## src/rtl/alu_pkg.sv

```systemverilog
// Shared constants and types for the ALU control sequencer: control codes,
// ALUOp and Funct7 encodings, FSM state type and the base-op lookup.
package alu_pkg;

  // ALU control codes
  localparam logic [3:0] C_AND  = 4'b0000;
  localparam logic [3:0] C_OR   = 4'b0001;
  localparam logic [3:0] C_ADD  = 4'b0010;
  localparam logic [3:0] C_XOR  = 4'b0011;
  localparam logic [3:0] C_SLL  = 4'b0100;
  localparam logic [3:0] C_SRL  = 4'b0101;
  localparam logic [3:0] C_SUB  = 4'b0110;
  localparam logic [3:0] C_SRA  = 4'b0111;
  localparam logic [3:0] C_SLT  = 4'b1000;
  localparam logic [3:0] C_SLTU = 4'b1001;
  localparam logic [3:0] C_MUL  = 4'b1010;
  localparam logic [3:0] C_MULH = 4'b1011;
  localparam logic [3:0] C_DIV  = 4'b1100;
  localparam logic [3:0] C_DIVU = 4'b1101;
  localparam logic [3:0] C_REM  = 4'b1110;
  localparam logic [3:0] C_REMU = 4'b1111;

  // ALUOp encodings from instruction decode
  localparam logic [1:0] OP_MEM    = 2'b00;
  localparam logic [1:0] OP_BRANCH = 2'b01;
  localparam logic [1:0] OP_RTYPE  = 2'b10;
  localparam logic [1:0] OP_ITYPE  = 2'b11;

  // Funct7 values recognised for R-type
  localparam logic [6:0] F7_BASE = 7'b0000000;
  localparam logic [6:0] F7_ALT  = 7'b0100000;
  localparam logic [6:0] F7_MEXT = 7'b0000001;

  // Upper six Funct7 bits for I-type shifts (bit 0 is shamt[5] on RV64)
  localparam logic [5:0] F7HI_LOGIC = 6'b000000;
  localparam logic [5:0] F7HI_ARITH = 6'b010000;

  typedef enum logic {
    S_IDLE = 1'b0,
    S_WAIT = 1'b1
  } state_t;

  // Funct3 to control code for the Funct7=BASE group (shared by R and I type)
  function automatic logic [3:0] base_code(input logic [2:0] funct3);
    logic [3:0] code;
    case (funct3)
      3'b000:  code = C_ADD;
      3'b001:  code = C_SLL;
      3'b010:  code = C_SLT;
      3'b011:  code = C_SLTU;
      3'b100:  code = C_XOR;
      3'b101:  code = C_SRL;
      3'b110:  code = C_OR;
      default: code = C_AND;
    endcase
    return code;
  endfunction

endpackage

```

## src/rtl/alu_decode.sv

```systemverilog
// Combinational ALU control decoder: ALUOp/Funct7/Funct3 to control code,
// plus illegal, multi-cycle and divide-class flags for the sequencer.
module alu_decode
  import alu_pkg::*;
#(
  parameter int M_EXT = 1
) (
  input  logic [1:0] aluop,
  input  logic [6:0] funct7,
  input  logic [2:0] funct3,
  output logic [3:0] code,
  output logic       illegal,
  output logic       multi,
  output logic       isdiv
);

  // Decode the operation; any illegal combination collapses to a plain add
  always_comb begin
    code    = C_ADD;
    illegal = 1'b0;
    multi   = 1'b0;
    isdiv   = 1'b0;
    case (aluop)
      OP_MEM:    code = C_ADD;
      OP_BRANCH: code = C_SUB;
      OP_RTYPE: begin
        case (funct7)
          F7_BASE: code = base_code(funct3);
          F7_ALT: begin
            case (funct3)
              3'b000:  code = C_SUB;
              3'b101:  code = C_SRA;
              default: illegal = 1'b1;
            endcase
          end
          F7_MEXT: begin
            if (M_EXT != 0) begin
              multi = 1'b1;
              isdiv = funct3[2];
              case (funct3)
                3'b000:  code = C_MUL;
                3'b001:  code = C_MULH;
                3'b100:  code = C_DIV;
                3'b101:  code = C_DIVU;
                3'b110:  code = C_REM;
                3'b111:  code = C_REMU;
                default: illegal = 1'b1;
              endcase
            end else begin
              illegal = 1'b1;
            end
          end
          default: illegal = 1'b1;
        endcase
      end
      default: begin
        // I-type: only the shifts constrain Funct7
        case (funct3)
          3'b001: begin
            if (funct7[6:1] == F7HI_LOGIC) code = C_SLL;
            else                           illegal = 1'b1;
          end
          3'b101: begin
            if (funct7[6:1] == F7HI_LOGIC)      code = C_SRL;
            else if (funct7[6:1] == F7HI_ARITH) code = C_SRA;
            else                                illegal = 1'b1;
          end
          default: code = base_code(funct3);
        endcase
      end
    endcase
    if (illegal) begin
      code  = C_ADD;
      multi = 1'b0;
      isdiv = 1'b0;
    end
  end

endmodule

```

## src/rtl/alu_control_seq.sv

```systemverilog
// Registered, handshaked ALU control sequencer. Single-cycle ops return
// OutValid one cycle after accept; M ops hold the block busy for their
// configured latency using a down-counter.
module alu_control_seq
  import alu_pkg::*;
#(
  parameter int MUL_LAT = 3,
  parameter int DIV_LAT = 33,
  parameter int M_EXT   = 1
) (
  input  logic       clk,
  input  logic       rst_n,
  input  logic       InValid,
  output logic       InReady,
  input  logic [1:0] ALUOp,
  input  logic [6:0] Funct7,
  input  logic [2:0] Funct3,
  input  logic       Flush,
  output logic       OutValid,
  output logic [3:0] Outputs,
  output logic       MultiCycle,
  output logic       Busy,
  output logic       Illegal
);

  localparam int MAX_LAT = (MUL_LAT > DIV_LAT) ? MUL_LAT : DIV_LAT;
  localparam int CNT_W   = $clog2(MAX_LAT + 1);
  localparam logic [CNT_W-1:0] MUL_LOAD = CNT_W'(MUL_LAT - 1);
  localparam logic [CNT_W-1:0] DIV_LOAD = CNT_W'(DIV_LAT - 1);
  localparam logic [CNT_W-1:0] ONE      = CNT_W'(1);

  logic [3:0]       dec_code;
  logic             dec_illegal;
  logic             dec_multi;
  logic             dec_isdiv;

  state_t           state, state_nx;
  logic [CNT_W-1:0] cnt, cnt_nx;
  logic [CNT_W-1:0] lat_load;
  logic [3:0]       outputs_nx;
  logic             illegal_nx;
  logic             multi_nx;
  logic             busy_nx;
  logic             ovalid_nx;
  logic             accept;

  alu_decode #(.M_EXT(M_EXT)) u_decode (
    .aluop   (ALUOp),
    .funct7  (Funct7),
    .funct3  (Funct3),
    .code    (dec_code),
    .illegal (dec_illegal),
    .multi   (dec_multi),
    .isdiv   (dec_isdiv)
  );

  assign InReady  = (state == S_IDLE);
  assign accept   = InValid & InReady & ~Flush;
  assign lat_load = dec_isdiv ? DIV_LOAD : MUL_LOAD;

  // Next-state and next-register values; Flush overrides everything but the result fields
  always_comb begin
    state_nx   = state;
    cnt_nx     = cnt;
    outputs_nx = Outputs;
    illegal_nx = Illegal;
    multi_nx   = MultiCycle;
    busy_nx    = Busy;
    ovalid_nx  = 1'b0;
    if (Flush) begin
      state_nx = S_IDLE;
      cnt_nx   = '0;
      busy_nx  = 1'b0;
    end else begin
      case (state)
        S_IDLE: begin
          if (accept) begin
            outputs_nx = dec_code;
            illegal_nx = dec_illegal;
            multi_nx   = dec_multi;
            if (dec_multi && (lat_load != '0)) begin
              cnt_nx   = lat_load;
              busy_nx  = 1'b1;
              state_nx = S_WAIT;
            end else begin
              ovalid_nx = 1'b1;
            end
          end
        end
        default: begin
          // The <= guard keeps a corrupted zero count from wrapping
          if (cnt <= ONE) begin
            cnt_nx    = '0;
            ovalid_nx = 1'b1;
            busy_nx   = 1'b0;
            state_nx  = S_IDLE;
          end else begin
            cnt_nx = cnt - ONE;
          end
        end
      endcase
    end
  end

  // State, counter and result registers
  always_ff @(posedge clk or negedge rst_n) begin
    if (!rst_n) begin
      state      <= S_IDLE;
      cnt        <= '0;
      Outputs    <= C_ADD;
      Illegal    <= 1'b0;
      MultiCycle <= 1'b0;
      Busy       <= 1'b0;
      OutValid   <= 1'b0;
    end else begin
      state      <= state_nx;
      cnt        <= cnt_nx;
      Outputs    <= outputs_nx;
      Illegal    <= illegal_nx;
      MultiCycle <= multi_nx;
      Busy       <= busy_nx;
      OutValid   <= ovalid_nx;
    end
  end

endmodule

```

## config.mk

```make
export PLATFORM = sky130hd
export DESIGN_NAME = alu_control_seq
export DESIGN_NICKNAME = d
export VERILOG_FILES = /design/src/rtl/alu_pkg.sv /design/src/rtl/alu_decode.sv /design/src/rtl/alu_control_seq.sv
export SDC_FILE = /design/constraint.sdc
export NUM_CORES = 1
export LEC_CHECK = 0
export BUFFER_PORTS_ARGS = -buffer_cell sky130_fd_sc_hd__buf_4
export CAP_MARGIN = 0
export CELL_PAD_IN_SITES_DETAIL_PLACEMENT = 0
export CELL_PAD_IN_SITES_GLOBAL_PLACEMENT = 1
export CORE_MARGIN = 3
export CORE_UTILIZATION = 24
export DETAILED_ROUTE_END_ITERATION = 12
export PLACE_DENSITY_LB_ADDON = 0.1
export SYNTH_ARGS = -nofsm -noshare
export SYNTH_HDL_FRONTEND = slang
export SYNTH_SLANG_ARGS = --single-unit
export TNS_END_PERCENT = 20
```

## constraint.sdc

```tcl
create_clock -name clk -period 2 [get_ports clk]
set_input_delay 0.1 -clock clk [delete_from_list [all_inputs] [get_ports clk]]
set_output_delay 0.1 -clock clk [all_outputs]
set_load 0.03 [all_outputs]
```

==> flow_summary.json <==
{
  "hold_depth": 2,
  "grt_pass1_wl_um": 4830,
  "vias": 1000,
  "skew_ns": 0.00410,
  "syn_to_final_growth_pct": 27.4,
  "dr.pass1.iters": 4,
  "grt_max_degree": 16,
  "powerDensity_nw_per_um2": 546,
  "dp_hpwl_um": 2220,
  "hold_viol": 0,
  "rsz0062_at_grt": "no",
  "wl_um": 2830,
  "required_ns": 2.12,
  "syn_area_per_cell_um2": 8.99,
  "core-area_um2": 4140,
  "min_period_ns": 1.72,
  "setup_ws_ns": 0.278,
  "hold_class": "input pin to flop",
  "wl_per_cell_um": 14.3,
  "fin_setup_tns_ns": 0,
  "fin_area_um2": 1360,
  "clkTransAtPathRegs_ns": 0.06,
  "crit_path_start_kind": "flop",
  "timing.final.crit_share_pct": 86.1,
  "fmax_mhz": 581,
  "comb_power_share_pct": 23.1,
  "cts-root-buf": "clkbuf_8",
  "drv_cap": 0,
  "synth_nets": 137,
  "drive_gt1_share_pct": 28.4,
  "synth_area_um2": 1070,
  "port_buffers": 24,
  "ys_warn_count": 0,
  "slew_headroom_pct": 69.5,
  "drc_errors": 0,
  "ctsResizeCount": 0,
  "antennaDiodeCount": 0,
  "start_util_pct": 25.8,
  "die_h_um": 72.8,
  "async_reset_ff_share_pct": 100,
  "swShare_pct": 28.5,
  "grt.total_usage_pct": 11.4,
  "h-tree-depth": 1,
  "synth-seq-cells": 15,
  "whs_endpoint": "OutValid$_DFF_PN0_",
  "worst-r2r-setup-slack_ns": 0.28,
  "p_seq_share_pct": 43.6,
  "p_int_w": 0.000531,
  "dieWidth_um": 72.8,
  "grt.overflow.total": 0,
  "final_nets": 167,
  "clkSinkCount": 15,
  "gp_congestion": 0.806,
  "vias_per_cell": 5.05,
  "ys_seq_area_share_pct": 35.2,
  "reg2reg_to": "cnt[3]$_DFFE_PN0P_",
  "cts_tree": "yes",
  "postRouteAntennaNets": 0,
  "worst-setup-path-type": "flop to flop",
  "reg2reg_depth": 5,
  "cts_inserted_buffers": 3,
  "synth_edf_count": 0,
  "worstSetupEndpointType": "flop",
  "status": "completed",
  "critPathArrivalTime_ns": 1.84,
  "setup_viol": 0,
  "cts.path.max_buffers": 2,
  "ir_drop_v": 0.000314,
  "critical_path.max_fanout": 10,
  "rows": 23,
  "post_dp_cell_area_um2": 1310,
  "worstMarginPinSlew_ns": 0.458,
  "grt_pass1_vias": 974,
  "first_iter_violations": 39,
  "synthFlopType": "dfrtp_1",
  "pwr-share-clk_pct": 33.3,
  "synthCells": 119,
  "worstReg2RegStart": "cnt[2]$_DFFE_PN0P_",
  "antenna_found_initial": 0,
  "drv_slew": 0,
  "p_switching_w": 0.000212,
  "hold_path_startpoint": "Flush",
  "clock_latency_ns": 0.25,
  "synth_cell_type_count": 47,
  "die_area_um2": 5290,
  "dp_slack_ns": 0.277,
  "leakagePower_nw": 0.614,
  "io_pins": 25
}
cells in the mapped netlist (all sizes together) (2+ instances only):
cell type | count | area (um2)
a21oi | 5 | 25.0
a221oi | 2 | 23.8
a41oi | 2 | 17.5
and2b | 2 | 17.5
buf | 2 | 22.5
dfrtp | 14 | 350
ha | 2 | 25.0
inv | 8 | 30.0
mux2i | 2 | 20.0
nand2 | 8 | 30.0
nand3 | 2 | 10.0
nand4b | 2 | 17.5
nor2 | 13 | 51.3
nor3 | 7 | 40.0
o21a | 4 | 30.0
o21ai | 12 | 60.1
o31ai | 2 | 15.0
or2b | 3 | 23.8
or3 | 3 | 23.8
xnor2 | 2 | 17.5
xor2 | 2 | 17.5
metal layers:
metal | GRT usage (%) | vias up | wire [um] | part of all wire (%)
li1 | - | 501 | - | -
met1 | 15.7 | 476 | 1350 | 48
met2 | 18.2 | 21 | 1340 | 47
met3 | 3.17 | 2 | 129 | 4.6
met4 | 1.84 | 0 | 13 | 0.46
met5 | 0 | - | 0 | 0
cells by family (layout without fill, tap and decap cells):
logic type	count (synthesis)	count (layout)	synth area share (%)
flops	15	15	35.2
buf+inv	11	40	5.38
simple gates	46	46	24.8
fa+ha+maj	2	2	2.34
mux	2	2	1.87
xor+xnor	4	4	3.28
compound gates	39	39	27.1
metrics by stage:
| stage | power (W) | instances | hold WS, ns | util, % |
|---|---|---|---|---|
| global placement | 0.000502 | 193 | -0.0345 | 31.6 |
| global route | 0.000786 | 198 | 0.0487 | 32.9 |
| floorplan | 0.000428 | 119 | -0.196 | - |
| finish | 0.000743 | 198 | 0.0468 | 32.9 |
| CTS | 0.000752 | 198 | 0.0492 | 32.9 |
| detailed placement | 0.000502 | 193 | -0.0306 | 31.6 |
what timing repair did:
item / CTS / global route
endpoints found under the hold margin: 15 / 0
buffers inserted: 0 / 0
setup endpoints to repair: 0 / 0
hold buffers: 1 / 0
cell type report:
type | instances | area [um2]
sequential | 15 | 377
fill | 459 | 2780
clock buffer | 4 | 45.0
timing repair buffer | 28 | 213
multi-input combinational | 93 | 636
tap | 50 | 62.6
inverter | 8 | 30.0
cell usage in the layout, fill, tap and decap left out, types with 3 or more instances in the layout:
| cell type | Yosys | final |
|---|---|---|
| nor2_1 | 12 | 12 |
| buf_4 | 0 | 27 |
| a21oi_1 | 5 | 5 |
| o21ai_0 | 11 | 11 |
| clkbuf_8 | 0 | 3 |
| dfrtp_1 | 14 | 14 |
| inv_1 | 8 | 8 |
| nand2_1 | 8 | 8 |
| o21a_1 | 4 | 4 |
| nor3_1 | 6 | 6 |
flip-flops by register name, indices dropped and copies added (netlist names):
signal and count:
OutValid 1, Busy 1, cnt 6, Outputs 4, Illegal 1, state 1, MultiCycle 1
worst max path at each step:
| stage | start | to | slack, ns | cells after the start |
|---|---|---|---|---|
| 2_1_floorplan | cnt[3]$_DFFE_PN0P_ | cnt[5]$_DFFE_PN0P_ | 0.40 | 4 |
| 3_3_place_gp | cnt[3]$_DFFE_PN0P_ | cnt[2]$_DFFE_PN0P_ | 0.28 | 5 |
| 3_5_place_dp | cnt[3]$_DFFE_PN0P_ | cnt[3]$_DFFE_PN0P_ | 0.28 | 5 |
| 4_1_cts | cnt[2]$_DFFE_PN0P_ | cnt[3]$_DFFE_PN0P_ | 0.26 | 5 |
| 5_1_grt | cnt[2]$_DFFE_PN0P_ | cnt[3]$_DFFE_PN0P_ | 0.15 | 5 |
| 6_report | cnt[2]$_DFFE_PN0P_ | cnt[3]$_DFFE_PN0P_ | 0.28 | 5 |
critical path, cell delays in order (launching register included):
cell and delay, ns:
dfrtp_1 0.41, or3_4 0.40, o311ai_4 0.45, nor2_1 0.09, o21ai_0 0.14, o21ai_0 0.10
power groups by stage:
stage	logic [W]	registers, W	clock network [W]
floorplan	0.0000782	0.000350	0
global placement	0.000173	0.000329	0
detailed placement	0.000172	0.000330	0
CTS	0.000174	0.000324	0.000254
global route	0.000190	0.000326	0.000270
finish	0.000172	0.000324	0.000248
Note: power is estimated with default switching activity, not from simulation.
